===== src/rtl/seq_multiplier.sv =====
// Sequential shift-and-add multiplier: one WIDTH+1-bit adder reused over WIDTH cycles,
// start/busy/done handshake. Define SEQ_MULT_SIGNED_EN for two's-complement operands/product.
module seq_multiplier #(
    parameter int WIDTH = 4
) (
    input  logic                 clk,
    input  logic                 rst_n,
    input  logic                 start,
    input  logic [WIDTH-1:0]     a,
    input  logic [WIDTH-1:0]     b,
    output logic                 busy,
    output logic                 done,
    output logic [2*WIDTH-1:0]   product
);
    localparam int CW = $clog2(WIDTH + 1);

    typedef enum logic [1:0] {IDLE, RUN, DONE} state_t;

    state_t               state, state_nxt;
    logic [WIDTH-1:0]     m;
    logic [2*WIDTH-1:0]   acc, acc_nxt, prod_fin;
    logic [CW-1:0]        cnt;
    logic [WIDTH:0]       sum;
    logic [WIDTH-1:0]     a_mag, b_mag;
    logic                 last;

`ifdef SEQ_MULT_SIGNED_EN
    logic neg;
    // Most-negative value negates to itself, which read unsigned is the correct magnitude.
    assign a_mag    = a[WIDTH-1] ? -a : a;
    assign b_mag    = b[WIDTH-1] ? -b : b;
    assign prod_fin = neg ? -acc_nxt : acc_nxt;
`else
    assign a_mag    = a;
    assign b_mag    = b;
    assign prod_fin = acc_nxt;
`endif

    assign sum     = acc[0] ? ({1'b0, acc[2*WIDTH-1:WIDTH]} + {1'b0, m})
                            : {1'b0, acc[2*WIDTH-1:WIDTH]};
    assign acc_nxt = {sum, acc[WIDTH-1:1]};
    assign last    = (cnt == CW'(WIDTH - 1));

    assign busy = (state != IDLE);
    assign done = (state == DONE);

    always_ff @(posedge clk or negedge rst_n) begin
        if (!rst_n) state <= IDLE;
        else        state <= state_nxt;
    end

    always_comb begin
        state_nxt = state;
        case (state)
            IDLE:    if (start) state_nxt = RUN;
            RUN:     if (last)  state_nxt = DONE;
            DONE:    state_nxt = IDLE;
            default: state_nxt = IDLE;
        endcase
    end

    always_ff @(posedge clk or negedge rst_n) begin
        if (!rst_n) begin
            m       <= '0;
            acc     <= '0;
            cnt     <= '0;
            product <= '0;
`ifdef SEQ_MULT_SIGNED_EN
            neg     <= 1'b0;
`endif
        end else begin
            case (state)
                IDLE: if (start) begin
                    m   <= a_mag;
                    acc <= {{WIDTH{1'b0}}, b_mag};
                    cnt <= '0;
`ifdef SEQ_MULT_SIGNED_EN
                    neg <= a[WIDTH-1] ^ b[WIDTH-1];
`endif
                end
                RUN: begin
                    acc <= acc_nxt;
                    cnt <= cnt + CW'(1);
                    if (last) product <= prod_fin;
                end
                default: ;
            endcase
        end
    end
endmodule


===== config.mk =====
export PLATFORM = sky130hd
export DESIGN_NAME = seq_multiplier
export DESIGN_NICKNAME = d
export VERILOG_FILES = /design/src/rtl/seq_multiplier.sv
export SDC_FILE = /design/constraint.sdc
export NUM_CORES = 1
export LEC_CHECK = 0
export CAP_MARGIN = 20
export CORE_MARGIN = 4
export CORE_UTILIZATION = 50
export DETAILED_ROUTE_END_ITERATION = 12
export GPL_TIMING_DRIVEN = 1
export PLACE_DENSITY_LB_ADDON = 0.15
export SLEW_MARGIN = 15
export SYNTH_ARGS = -nofsm -noshare
export SYNTH_HDL_FRONTEND = slang
export SYNTH_SLANG_ARGS = --single-unit

===== constraint.sdc =====
create_clock -name clk -period 2.15 [get_ports clk]
set_input_delay 0.43 -clock clk [delete_from_list [all_inputs] [get_ports clk]]
set_output_delay 0.43 -clock clk [all_outputs]
set_load 0.005 [all_outputs]

==> results by group, run 1 <==
Run status
  • Outcome: finished clean

Clock network
  • Cts hold-fix bufs: 0
  • Clk sinks: 25
  • Root buf cell: clkbuf_4
  • CTS Buf Count: 3
  • H-tree depth: 1
  • CTS tree: yes
  • Skew-Pair Late Insertion Delay: 0.32 ns
  • Setup Fix Bufs, Post-CTS: 0
  • # resized after CTS: 0
  • Clock Tree Buf Depth: 2
  • Reg clk slew, reported paths: 0.14 ns

Flow run
  • Max_cap viols: 0

Setup path
  • Nature of the critical path endpoint: output pin
  • Startpoint Class: flip-flop
  • R2R setup slack: 0.46 ns
  • End of the worst register-to-register path: acc[6]$_DFFE_PN0P_
  • Crit Path Class: flip-flop to output pin
  • CP max FO: 4
  • Critical Path RT: 1.72 ns
  • Reg-to-Reg Start: acc[6]$_DFFE_PN0P_
  • Worst R2R Path Depth: 5
  • CP arrival: between 1 and 1.5 ns

Placed design
  • Detail Placement HPWL: 1540 um
  • Port Buf Inserts: 20
  • Pre-CTS WS: 0.478 ns
  • Placed Cells: 161
  • Placer congestion estimate: 0.711
  • Area after DPL: 1370 um^2

Floorplan
  • Placement Rows: 17
  • Die Span Y: 56.1 um
  • DIE WIDTH: 56.1 um
  • IO Pins: 21
  • Core area: 2210 um^2
  • Die ar.: 3150 um^2
  • Initial Util: 0.523

Routing
  • Via/cell ratio: 5.29
  • Metal-1 WL: 967 um
  • Drt total wl: 2080 um
  • DR vias: 873
  • Number of remaining DRC errors: 0
  • DRT antenna net count: 0
  • Routed met3 length: 92 um
  • Routed wire per std cell: 12.6 um
  • DR iter-0 viols: 11
  • DRT Pass-1 Iters: 4
  • Highest Signal Layer: met4
  • Met2 WL: approximately 980 um

STA
  • Post-route minimum period: ~1.8 ns
  • Worst-Margin Slew: 0.701 ns
  • Number of slew-limit violations in the final report: 0
  • Total negative slack: 0 ns
  • Final WS setup: 0.316 ns
  • Hold Fails Final Rpt: 0
  • Fmax: between 500 and 600 MHz
  • RSZ-0062 raised after global routing: false
  • Final setup viols: 0
  • Period utilization: 0.853
  • Slew headroom: 0.533
  • Clock Skews: 0.0137 ns

Logic synthesis
  • Yosys reg bits: 25
  • FFs w/ async S/R, synth: 1.00
  • Mapped Nets: ~140
  • Ys Warns: 0
  • Count leader, synth: nand2_1
  • Post-synthesis cell count: 118
  • Post-Syn Area: 1160 um^2
  • Mapped Avg Cell Area: 9.81 um^2
  • Synth top area share: 0.541
  • Sequential fraction of the synthesis area: 0.541
  • Number of synthesized flops with an enable pin: 0
  • Most frequent cells after synthesis: nand2_1 (29), dfrtp_1 (25), o21ai_0 (16)
  • Synth area leader: dfrtp_1
  • Commonest register cell after synthesis: dfrtp_1
  • Synth unique cells: 22
  • Synth area leaders: dfrtp_1 (54%), nand2_1 (9.4%), o21ai_0 (6.9%)

Final layout
  • Fillers: between 150 and 200
  • Cell area after layout: 1400 um^2
  • Area growth syn-to-layout: 20.9%
  • Post-Layout Cell Count: 165
  • Register area: around 630 um^2
  • ANT cells: 0
  • Multi-input gate area: about 490 um^2
  • Layout Nets: 156
  • Layout cells sized above 1: 0.0584

Global routing
  • Largest net degree at the start of global routing: 26
  • Antenna violations before repair: 0
  • Global-route wire length before repair: 3620 um
  • Total grt overflow: 0
  • GR Util All Layers: 0.142
  • Vias in the first global route: 865

Power and ir drop
  • Power Dens Cells: approximately 1400 nW/um^2
  • Total power: 1940 uW
  • LEAKAGE: approximately 0.00065 uW
  • Peak VDD IR: slightly above 0.0009 V

Worst hold path
  • Hold crit path type: input pin to async pin
-- cell families (layout without fill, tap and decap cells) --
family / count (synthesis) / count (layout) / share of synthesized area
AO/OA/AOI/OAI: 23 / 23 / 0.109
XOR/XNOR: 1 / 1 / 0.00757
adder cells (fa/ha/maj): 7 / 7 / 0.0822
buffers and inverters: 9 / 28 / 0.0335
flip-flops: 25 / 25 / 0.541
multiplexers: 5 / 5 / 0.0465
AND/OR/NAND/NOR: 48 / 48 / 0.181
-- flip-flops by register name, indices dropped and copies added, names as in the netlist --
name	count
state	2
acc	8
m	4
product	8
cnt	3
-- worst max-delay path, stage by stage, from the launching register on --
cell and delay [ns]:
dfrtp_1 0.42, nor2_1 0.17, inv_1 0.05, clkdlybuf4s50_1 0.44
-- report_power, final --
part | switching, uW | internal (uW) | total [uW]
Sequential | 159 | 687 | 846
Combinational | 440 | 439 | 880
Clock | 138 | 72.6 | 210
Total | 737 | 1200 | 1940
-- worst max path at each step --
| stage | from | end | slack [ns] | depth (start not counted) |
|---|---|---|---|---|
| 2_1_floorplan | m[1]$_DFFE_PN0P_ | acc[6]$_DFFE_PN0P_ | 0.58 | 5 |
| 3_3_place_gp | acc[6]$_DFFE_PN0P_ | acc[6]$_DFFE_PN0P_ | 0.48 | 5 |
| 3_5_place_dp | m[2]$_DFFE_PN0P_ | acc[6]$_DFFE_PN0P_ | 0.48 | 5 |
| 4_1_cts | state[1]$_DFFE_PN0P_ | busy | 0.31 | 3 |
| 5_1_grt | state[1]$_DFFE_PN0P_ | busy | 0.24 | 3 |
| 6_report | state[1]$_DFFE_PN0P_ | busy | 0.32 | 3 |
-- through the flow --
stage                     hold WS, ns  utilization
after floorplan                 0.134            -
after global placement          0.460        0.620
after detailed placement        0.469        0.620
after CTS                       0.453        0.632
after global routing            0.471        0.632
final                           0.448        0.632
-- cells in the final DEF, fill, tap and decap left out, types with 2 or more instances in the layout --
master | Yosys | routed
mux2i_1 | 2 | 2
nor2_1 | 4 | 4
nor2b_1 | 4 | 4
inv_1 | 3 | 3
a31oi_1 | 4 | 4
nand2_1 | 29 | 29
ha_1 | 6 | 6
mux2_2 | 3 | 3
o21ai_0 | 16 | 16
dfrtp_1 | 25 | 25
clkbuf_4 | 0 | 3
nand3_1 | 7 | 7
clkdlybuf4s50_1 | 0 | 20
-- routing by layer --
| metal | vias to the layer above | GRT usage |
|---|---|---|
| met5 | - | 0 |
| met1 | 418 | 0.166 |
| li1 | 433 | - |
| met4 | 0 | 0.0610 |
| met3 | 5 | 0.0232 |
| met2 | 17 | 0.254 |
-- cell type report --
type                    instances  share of cell area
well taps                      28              0.0250
repair buffers                 21               0.148
flip-flops and latches         25               0.447
inverters                       3             0.00805
clock buffers                   4              0.0188
multi-input cells              84               0.352
No activity file was read; power rests on OpenSTA's default activity.
==> inputs of run 2 (changes only) <==
- CORE_UTILIZATION: 50 -> 40
==> results by group, run 2 (synthesized netlist as in run 1, its figures left out) <==
Placed design
  • Placer congestion estimate: 0.807
  • Detail Placement HPWL: 1500 um
  • Port Buf Inserts: 20
  • Placed Cells: 165

Setup path
  • Worst R2R Path Depth: 5
  • CP arrival: 1.41 ns
  • Nature of the critical path endpoint: output pin
  • CP max FO: 4
  • Reg-to-Reg Start: m[2]$_DFFE_PN0P_
  • Crit Path Class: flip-flop to output pin
  • Critical Path RT: 1.72 ns
  • R2R setup slack: 0.39 ns
  • End of the worst register-to-register path: acc[6]$_DFFE_PN0P_
  • Startpoint Class: flip-flop

STA
  • Final setup viols: 0
  • Total negative slack: 0 ns
  • Hold Fails Final Rpt: 0
  • Period utilization: 0.857
  • Min Hold Slack: ~0.46 ns
  • Worst-Margin Slew: between 0.7 and 0.8 ns
  • Number of slew-limit violations in the final report: 0
  • Fmax: around 540 MHz
  • Clock Skews: 0.00405 ns
  • Post-route minimum period: roughly 1.8 ns
  • RSZ-0062 raised after global routing: false
  • Slew headroom: 0.527

Clock network
  • Clk sinks: 25
  • CTS Buf Count: 3
  • Reg clk slew, reported paths: between 0.1 and 0.15 ns
  • Skew-Pair Late Insertion Delay: 0.32 ns
  • Root buf cell: clkbuf_4
  • Cts hold-fix bufs: 0
  • # resized after CTS: 0
  • Clock Tree Buf Depth: 2
  • Setup Fix Bufs, Post-CTS: 0
  • CTS tree: yes
  • H-tree depth: 1

Floorplan
  • Die ar.: 3820 um^2
  • Initial Util: 0.420
  • IO Pins: 21
  • Die Span Y: 61.8 um
  • Core area: 2760 um^2
  • DIE WIDTH: ~60 um
  • Placement Rows: 19

Final layout
  • Fillers: between 200 and 300
  • Register area: 626 um^2
  • Fin util: 0.513
  • Layout cells sized above 1: 0.0725
  • Post-Layout Cell Count: 169
  • Biggest registers after layout: acc (8), product (8), m (4)
  • ANT cells: 0
  • Multi-input gate area: between 400 and 500 um^2
  • Most common cell after layout, fill and taps aside: nand2_1
  • Area growth syn-to-layout: 22.2%
  • Layout Nets: 157
  • Commonest cells after routing, fill and taps aside: nand2_1 (29), dfrtp_1 (25), clkdlybuf4s50_1 (20)

Flow run
  • Max_cap viols: 0

Routing
  • Via/cell ratio: 5.09
  • Number of remaining DRC errors: 0
  • Routed wire per std cell: about 13 um
  • DRT antenna net count: 0
  • DR iter-0 viols: 10
  • DRT Pass-1 Iters: 3
  • DR vias: 860
  • Drt total wl: about 2100 um

Run status
  • Outcome: finished clean

Global routing
  • GR Util All Layers: 0.127
  • Largest net degree at the start of global routing: 26
  • Total grt overflow: 0
  • Vias in the first global route: 754
  • Global-route wire length before repair: 3450 um
  • Antenna violations before repair: 0

Worst hold path
  • Hold crit path type: input pin to async pin

Power and ir drop
  • LEAKAGE: about 0.00066 uW
  • Power Dens Cells: 1380 nW/um^2
  • Peak VDD IR: 0.000842 V
## run 2: cell count changes in the layout (fill, tap and decap cells not counted)
| cell | before | now |
|---|---|---|
| buf_4 | 1 | 2 |
| clkbuf_1 | 1 | 0 |
| clkinvlp_4 | 0 | 1 |
## run 2: how the worst max path moves through the flow
stage / startpoint / end / slack, ns / depth (start not counted)
after CTS: state[1]$_DFFE_PN0P_ / busy / 0.28 / 3
after global routing: state[1]$_DFFE_PN0P_ / busy / 0.17 / 3
final: state[1]$_DFFE_PN0P_ / busy / 0.31 / 3
after floorplan: m[1]$_DFFE_PN0P_ / acc[6]$_DFFE_PN0P_ / 0.58 / 5
after detailed placement: m[2]$_DFFE_PN0P_ / acc[6]$_DFFE_PN0P_ / 0.45 / 5
after global placement: acc[6]$_DFFE_PN0P_ / acc[6]$_DFFE_PN0P_ / 0.46 / 5
## run 2: cell type report
| cell class | instances | share of cell area |
|---|---|---|
| clock buffers | 3 | 0.0159 |
| clock inverters | 1 | 0.00531 |
| inverters | 3 | 0.00796 |
| multi-input cells | 84 | 0.349 |
| flip-flops and latches | 25 | 0.442 |
| well taps | 31 | 0.0274 |
| repair buffers | 22 | 0.152 |
## run 2: critical path: stages, from the launching register on
cell	delay (ns)
dfrtp_1	0.42
nor2_1	0.17
inv_1	0.05
clkdlybuf4s50_1	0.44
## run 2: per-stage QoR
step           cell area (um^2)  setup slack (ns)  total power, uW
2_1_floorplan              1160             0.582             1430
3_3_place_gp               1380             0.464             1730
3_5_place_dp               1380             0.446             1750
4_1_cts                    1410             0.280             1990
5_1_grt                    1410             0.174             2150
6_report                   1410             0.307             1950
## run 2: power breakdown
| part | internal (uW) | switching (uW) | total, uW | leakage, uW |
|---|---|---|---|---|
| sequential | 687 | 153 | 840 | 0.000309 |
| combinational | 448 | 447 | 895 | 0.000335 |
| clock | 71.1 | 142 | 213 | 0.0000139 |
| total | 1210 | 742 | 1950 | 0.000658 |
## run 2: layer usage
metal | vias up | global-route usage | routed length [um]
met3 | 5 | 0.0269 | 80
met2 | 15 | 0.188 | 960
met4 | 0 | 0.0636 | 40
met5 | - | 0 | 0
met1 | 401 | 0.174 | 1050
li1 | 439 | - | -
==> inputs of run 3 (changes only) <==
- CORE_UTILIZATION: 40 -> 50
- CTS_CLUSTER_DIAMETER: unset -> 40
==> results of run 3 <==
Same layout as run 1: the final DEF is identical, and so are final timing and power.
